$ cat config.mk
export PLATFORM = sky130hd
export DESIGN_NAME = pixel_row_assembler
export DESIGN_NICKNAME = d
export VERILOG_FILES = /design/src/rtl/pixel_pkg.sv /design/src/rtl/row_bank.sv /design/src/rtl/pixel_row_assembler.sv
export SDC_FILE = /design/constraint.sdc
export NUM_CORES = 2
export LEC_CHECK = 0
export CAP_MARGIN = 20
export CORE_MARGIN = 3
export CORE_UTILIZATION = 35
export CTS_CLUSTER_DIAMETER = 30
export CTS_CLUSTER_SIZE = 20
export DETAILED_ROUTE_END_ITERATION = 10
export PLACE_DENSITY_LB_ADDON = 0.25
export SYNTH_ARGS = -nofsm -noshare
export SYNTH_HDL_FRONTEND = slang
export SYNTH_SLANG_ARGS = --single-unit
$ cat constraint.sdc
create_clock -name clk -period 2.7 [get_ports clk]
set_clock_uncertainty 0.05 [all_clocks]
set_input_delay 0.27 -clock clk [delete_from_list [all_inputs] [get_ports clk]]
set_output_delay 0.27 -clock clk [all_outputs]
set_load 0.03 [all_outputs]
$ cat src/rtl/pixel_pkg.sv
// pixel_pkg: shared types for the pixel row assembler.
// Holds the default pixel width, the pixel type and the per-bank state enum.
package pixel_pkg;

  localparam int PIX_W_DEF = 8;

  typedef logic [PIX_W_DEF-1:0] pixel_t;

  // Lifecycle of one row bank: free, being written, or holding a complete row
  typedef enum logic [1:0] {
    EMPTY   = 2'd0,
    FILLING = 2'd1,
    FULL    = 2'd2
  } bank_st_e;

  // A bank blocks the writer only while it holds an unconsumed row
  function automatic logic bank_is_full(input bank_st_e st);
    return st == FULL;
  endfunction

endpackage

$ cat src/rtl/row_bank.sv
// row_bank: one image row of SIZE pixels.
// Single-column write port, full-row parallel read. Contents are not reset;
// validity is tracked by the owner through the bank state.
module row_bank
  import pixel_pkg::*;
#(
  parameter int SIZE  = 100,
  parameter int PIX_W = PIX_W_DEF,
  localparam int CW   = $clog2(SIZE)
) (
  input  logic             clk,
  input  logic             we_i,
  input  logic [CW-1:0]    col_i,
  input  logic [PIX_W-1:0] din_i,
  output logic [PIX_W-1:0] row_o [SIZE]
);

  logic [PIX_W-1:0] mem_q [SIZE];

  // Column write: only the addressed element captures the incoming pixel
  always_ff @(posedge clk) begin
    for (int c = 0; c < SIZE; c++) begin
      if (we_i && (col_i == CW'(c))) begin
        mem_q[c] <= din_i;
      end
    end
  end

  assign row_o = mem_q;

endmodule

$ cat src/rtl/pixel_row_assembler.sv
// pixel_row_assembler: packs a raster pixel stream into full rows.
// Two row banks form a ping-pong pair: one fills from the stream while the
// other waits for the consumer. Rows are delivered in completion order.
// Optional feature macro: PIXEL_ROW_SOF_RESYNC_EN (sof forces column 0, row 0).
module pixel_row_assembler
  import pixel_pkg::*;
#(
  parameter int SIZE  = 100,
  parameter int PIX_W = PIX_W_DEF,
  localparam int CW   = $clog2(SIZE)
) (
  input  logic             clk,
  input  logic             rst_n,
  input  logic [PIX_W-1:0] pix_in,
  input  logic             pix_valid,
  output logic             pix_ready,
  input  logic             sof,
  output logic [PIX_W-1:0] row_out [SIZE],
  output logic             row_valid,
  input  logic             row_ready,
  output logic [CW-1:0]    row_idx,
  output logic             frame_done
);

  // Bank bookkeeping. fill_q selects the bank being written, rd_q the oldest
  // full bank. Because banks complete and drain alternately, toggling each
  // pointer on its own event keeps delivery in completion order.
  bank_st_e          st_q  [2];
  bank_st_e          st_d  [2];
  logic [CW-1:0]     tag_q [2];   // frame row number captured at completion
  logic [CW-1:0]     tag_d [2];
  logic              fill_q, fill_d;
  logic              rd_q,   rd_d;
  logic [CW-1:0]     col_q,  col_d;
  logic [CW-1:0]     row_q,  row_d;   // row number of the row being filled

  logic              pix_fire;
  logic              row_fire;
  logic              resync;
  logic [CW-1:0]     wr_col;
  logic [CW-1:0]     row_eff;
  logic              row_done;

  logic [PIX_W-1:0]  bank0_row [SIZE];
  logic [PIX_W-1:0]  bank1_row [SIZE];

  assign pix_ready = rst_n && !bank_is_full(st_q[fill_q]);
  assign row_valid = bank_is_full(st_q[rd_q]);
  assign pix_fire  = pix_valid && pix_ready;
  assign row_fire  = row_valid && row_ready;

`ifdef PIXEL_ROW_SOF_RESYNC_EN
  // A sof pixel restarts the frame unless it already lands at column 0, row 0
  assign resync = pix_fire && sof && ((col_q != '0) || (row_q != '0));
`else
  logic unused_sof;
  assign unused_sof = sof;
  assign resync     = 1'b0;
`endif

  assign wr_col   = resync ? '0 : col_q;
  assign row_eff  = resync ? '0 : row_q;
  assign row_done = pix_fire && (wr_col == CW'(SIZE - 1));

  row_bank #(.SIZE(SIZE), .PIX_W(PIX_W)) u_bank0 (
    .clk   (clk),
    .we_i  (pix_fire && !fill_q),
    .col_i (wr_col),
    .din_i (pix_in),
    .row_o (bank0_row)
  );

  row_bank #(.SIZE(SIZE), .PIX_W(PIX_W)) u_bank1 (
    .clk   (clk),
    .we_i  (pix_fire && fill_q),
    .col_i (wr_col),
    .din_i (pix_in),
    .row_o (bank1_row)
  );

  // Next-state: drain first so a bank freed this cycle can be refilled at once
  always_comb begin
    st_d   = st_q;
    tag_d  = tag_q;
    fill_d = fill_q;
    rd_d   = rd_q;
    col_d  = col_q;
    row_d  = row_q;

    if (row_fire) begin
      st_d[rd_q] = EMPTY;
      rd_d       = ~rd_q;
    end

    if (pix_fire) begin
      if (row_done) begin
        st_d[fill_q]  = FULL;
        tag_d[fill_q] = row_eff;
        col_d         = '0;
        row_d         = (row_eff == CW'(SIZE - 1)) ? '0 : row_eff + 1'b1;
        fill_d        = ~fill_q;
      end else begin
        col_d = wr_col + 1'b1;
        row_d = row_eff;
      end
    end

    // Claim the fill bank as soon as it is free
    if (st_d[fill_d] == EMPTY) begin
      st_d[fill_d] = FILLING;
    end
  end

  // State registers; bank contents stay untouched by reset
  always_ff @(posedge clk) begin
    if (!rst_n) begin
      st_q[0]  <= EMPTY;
      st_q[1]  <= EMPTY;
      tag_q[0] <= '0;
      tag_q[1] <= '0;
      fill_q   <= 1'b0;
      rd_q     <= 1'b0;
      col_q    <= '0;
      row_q    <= '0;
    end else begin
      st_q   <= st_d;
      tag_q  <= tag_d;
      fill_q <= fill_d;
      rd_q   <= rd_d;
      col_q  <= col_d;
      row_q  <= row_d;
    end
  end

  // Output mux: present the oldest full bank, zeros when nothing is valid
  always_comb begin
    for (int c = 0; c < SIZE; c++) begin
      row_out[c] = '0;
      if (row_valid) begin
        row_out[c] = rd_q ? bank1_row[c] : bank0_row[c];
      end
    end
  end

  assign row_idx    = row_valid ? tag_q[rd_q] : '0;
  assign frame_done = row_fire && (tag_q[rd_q] == CW'(SIZE - 1));

endmodule

==> out/qor.txt <==
sw power -> 0.01394 W
root buffer cell -> clkbuf_16
r2r endpoint -> row_eff[2]$_SDFFE_PN0N_
first-pass detailed-route iteration total -> 7
Hold Path Origin -> row_ready
Post-synth top cells -> 1600 x edfxtp_1, 1019 x nor2_1, 808 x mux2i_1
worst skew pair latency -> 880 ps
Die X -> 428.9 um
I/O pin cnt -> 823
Worst VDD drop -> 0.6144 mV
Post-Syn Area per Cell -> 16.20 sq um
Slowest cell on crit path -> mux2i_2
cell family with most CP delay -> buffers and inverters
number of synthesis warnings -> 0
Post-synth EDFFs -> 1600
Clock transition at path regs -> 40 ps
# Max-Cap Violations -> 0
Placed Area -> 0.07718 sq mm
crit path max fanout -> 18
CTS tree -> built
sequential area share after synthesis -> 77.83%
Crit Path Class -> register to primary output
Synth area leaders -> edfxtp_1 77%, mux2i_1 13%, nor2_1 6.1%
Leakage -> 32.36 nW
GR Overflow Total -> 0
routability congestion estimate -> 0.8017
# clock sinks -> 1634
largest net degree at the start of global routing -> 80
share of cells above drive strength 1 -> 27.98%
FP Rows -> 154
Netlist cell types -> 45
RSZ-0062 raised after global routing -> yes
#FFs+latches synth -> 1634
pre-CTS setup slack -> -90.38 ps
clock share of power -> 59.5%
Final Hold Vio Count -> 0
die area -> 0.1840 sq mm
Finished Cell Area -> 0.08998 sq mm
CTS max path bufs -> 4
Mapped Area -> 0.06261 sq mm
vias post-DR -> 38433
CP startpoint kind -> register
failing checks -> setup timing
Detail Placement HPWL -> 130300 um
vias in the first global route -> 39483
Port Buf Inserts -> 821
status -> finished with violations
first-pass GRT wire length -> 280000 um
crit-path most repeated cell -> buf_4
# nets final -> 5390
biggest cell delay along the critical path -> 500 ps
Worst slew margin -> 51.98%
switch share -> 19.68%
Final period util -> 114.6%
detailed-route wire length per cell -> 25.00 um
post-synth top area cell -> edfxtp_1
crit path cell chain -> buf_12 > buf_16 > buf_4 > mux2i_2 > nor2_1 > buf_4
Reg2Reg Setup Slack -> 140 ps
Crit path required time -> 2380 ps
Worst R2R Path Depth -> 6
DRC viols -> 0
Slew Limit Fails -> 0
final setup violating endpoints -> 788
top-count cell post-synth -> edfxtp_1
cells after synthesis -> 3864
CTS Buf Count -> 358
Internal Power -> 0.05691 W
Worst Path Arrival -> 2770 ps
Fillers -> 14815
initial drt markers -> 2487
Final WS setup -> -393.8 ps
Synthesized Nets -> 3882
Yosys top cell area share -> 76.74%
Worst-Margin Slew -> 720.2 ps
total routed wirelength -> 199800 um
worst hold path type -> primary input to register
Hold Path Sink -> rd_q$_SDFFE_PN0N_
Critical R2R Launch -> col_q[1]$_SDFFE_PN0N_
area grow syn2layout -> 43.72%
core area -> 0.1769 sq mm
Die Y -> 428.9 um
sequential share of power -> 39.4%
overall power -> 0.07085 W
H-tree Lvls -> 5
Top FF cell, synth -> edfxtp_1
pwr dens -> 787.4 mW/mm^2
Crit. End Element -> primary output
Worst Hold Depth -> 2
CP bufs+invs -> 4
initial antenna violation count -> 9
Initial Utilization -> 35.39%
total track usage -> 21.04%
routed vias/inst -> 4.810
Async SR Flop Fraction -> 0%
min Tclk post-route -> 3094 ps
FMAX -> 323.2 MHz
Gate power share -> 1.1%
ANT nets after route -> 0
Setup TNS -> -187230 ps
[area by class of cell]
class                   instances  area, sq um  area share, %
diodes                          4        10.01        0.01112
clock buffers                 401         9309          10.35
clock inverters               234         2491          2.769
inverters                       8        30.03        0.03337
multi-input cells            2000        13420          14.92
flip-flops and latches       1634        48730          54.16
well taps                    2340         2928          3.254
repair buffers               1370        13050          14.50
[cells by family (layout without fill, tap and decap cells)]
logic type | Yosys count | after routing | synth area share, %
other | 0 | 4 | 0
multiplexers | 808 | 808 | 12.92
AO/OA/AOI/OAI | 57 | 57 | 0.5396
flip-flops | 1634 | 1634 | 77.83
XOR/XNOR | 5 | 5 | 0.06995
AND/OR/NAND/NOR | 1125 | 1125 | 7.089
buffers and inverters | 230 | 2013 | 1.451
adder cells (fa/ha/maj) | 5 | 5 | 0.09993
[power groups by stage]
stage                     Combinational, W  Clock, W  Sequential [W]
after floorplan                  0.0000564         0          0.0284
after global placement            0.000749         0          0.0284
after detailed placement          0.000769         0          0.0284
after CTS                         0.000782    0.0428          0.0279
after global routing              0.000806    0.0442          0.0279
final                             0.000761    0.0422          0.0279
[layer usage]
metal	vias to the layer above	track usage, %	wire length [um]
li1	17426	-	-
met1	19464	24.72	78240
met2	1201	37.55	104600
met3	342	3.771	8512
met4	0	9.342	8406
met5	-	0	0
[registers in the layout, indices dropped and copies added, names as in the netlist]
register       flops
u_bank0.row_o    800
u_bank1.row_o    800
tag_q             14
col_q              7
row_eff            7
st_q               4
fill_q             1
rd_q               1
[how the worst max path moves through the flow]
stage	start	end	slack, ps	depth (start not counted)
final	rd_q$_SDFFE_PN0N_	row_out[172]	-390	6
after global routing	rd_q$_SDFFE_PN0N_	row_out[31]	-500	8
after CTS	rd_q$_SDFFE_PN0N_	row_out[14]	-480	7
after detailed placement	pix_valid	u_bank1.row_o[666]$_DFFE_PP_	-90	8
after global placement	pix_valid	u_bank1.row_o[168]$_DFFE_PP_	-80	7
after floorplan	col_q[0]$_SDFFE_PN0N_	u_bank0.row_o[0]$_DFFE_PP_	170	6
[cell usage in the layout, fill, tap and decap left out, drive strengths merged, types with 3 or more instances in the layout]
cell type,netlist,layout
bufbuf,0,5
nor4,5,5
bufinv,0,45
buf,52,740
clkinv,0,144
diode,0,4
edfxtp,1600,1600
clkbuf,170,466
ha,5,5
nand3b,3,3
inv,8,25
a22oi,3,3
mux2i,808,808
or3,6,6
or4,4,4
a21oi,26,26
nand3,29,29
dlygate4sd3,0,8
nor4b,3,3
dfxtp,34,34
nor2,1019,1019
clkdlybuf4s15,0,130
o31ai,3,3
nor3,3,3
dlygate4sd2,0,418
clkinvlp,0,28
nor2b,6,6
nand2,31,31
clkdlybuf4s50,0,3
xnor2,5,5
nand4,4,4
o21ai,21,21
[per-stage QoR]
stage          utilization (%)  hold WS, ps  std cells
6_report                 50.87        102.5       7991
4_1_cts                  50.54        12.95       7954
2_1_floorplan                -        318.9       3864
3_3_place_gp             43.63        434.0       7285
3_5_place_dp             43.63        441.2       7285
5_1_grt                  50.87        67.76       7990
[timing repair]
| item | 4_1_cts | 5_1_grt |
|---|---|---|
| cloned | 8 | 13 |
| endpoints found under the hold margin | 765 | 0 |
| buffers inserted | 19 | 20 |
| pin swaps | 0 | 1 |
| gates resized for setup | 1047 | 320 |
| hold buffers | 8 | 0 |
| endpoints found under the setup margin | 809 | 809 |
Power figures use the tool's default switching activity.
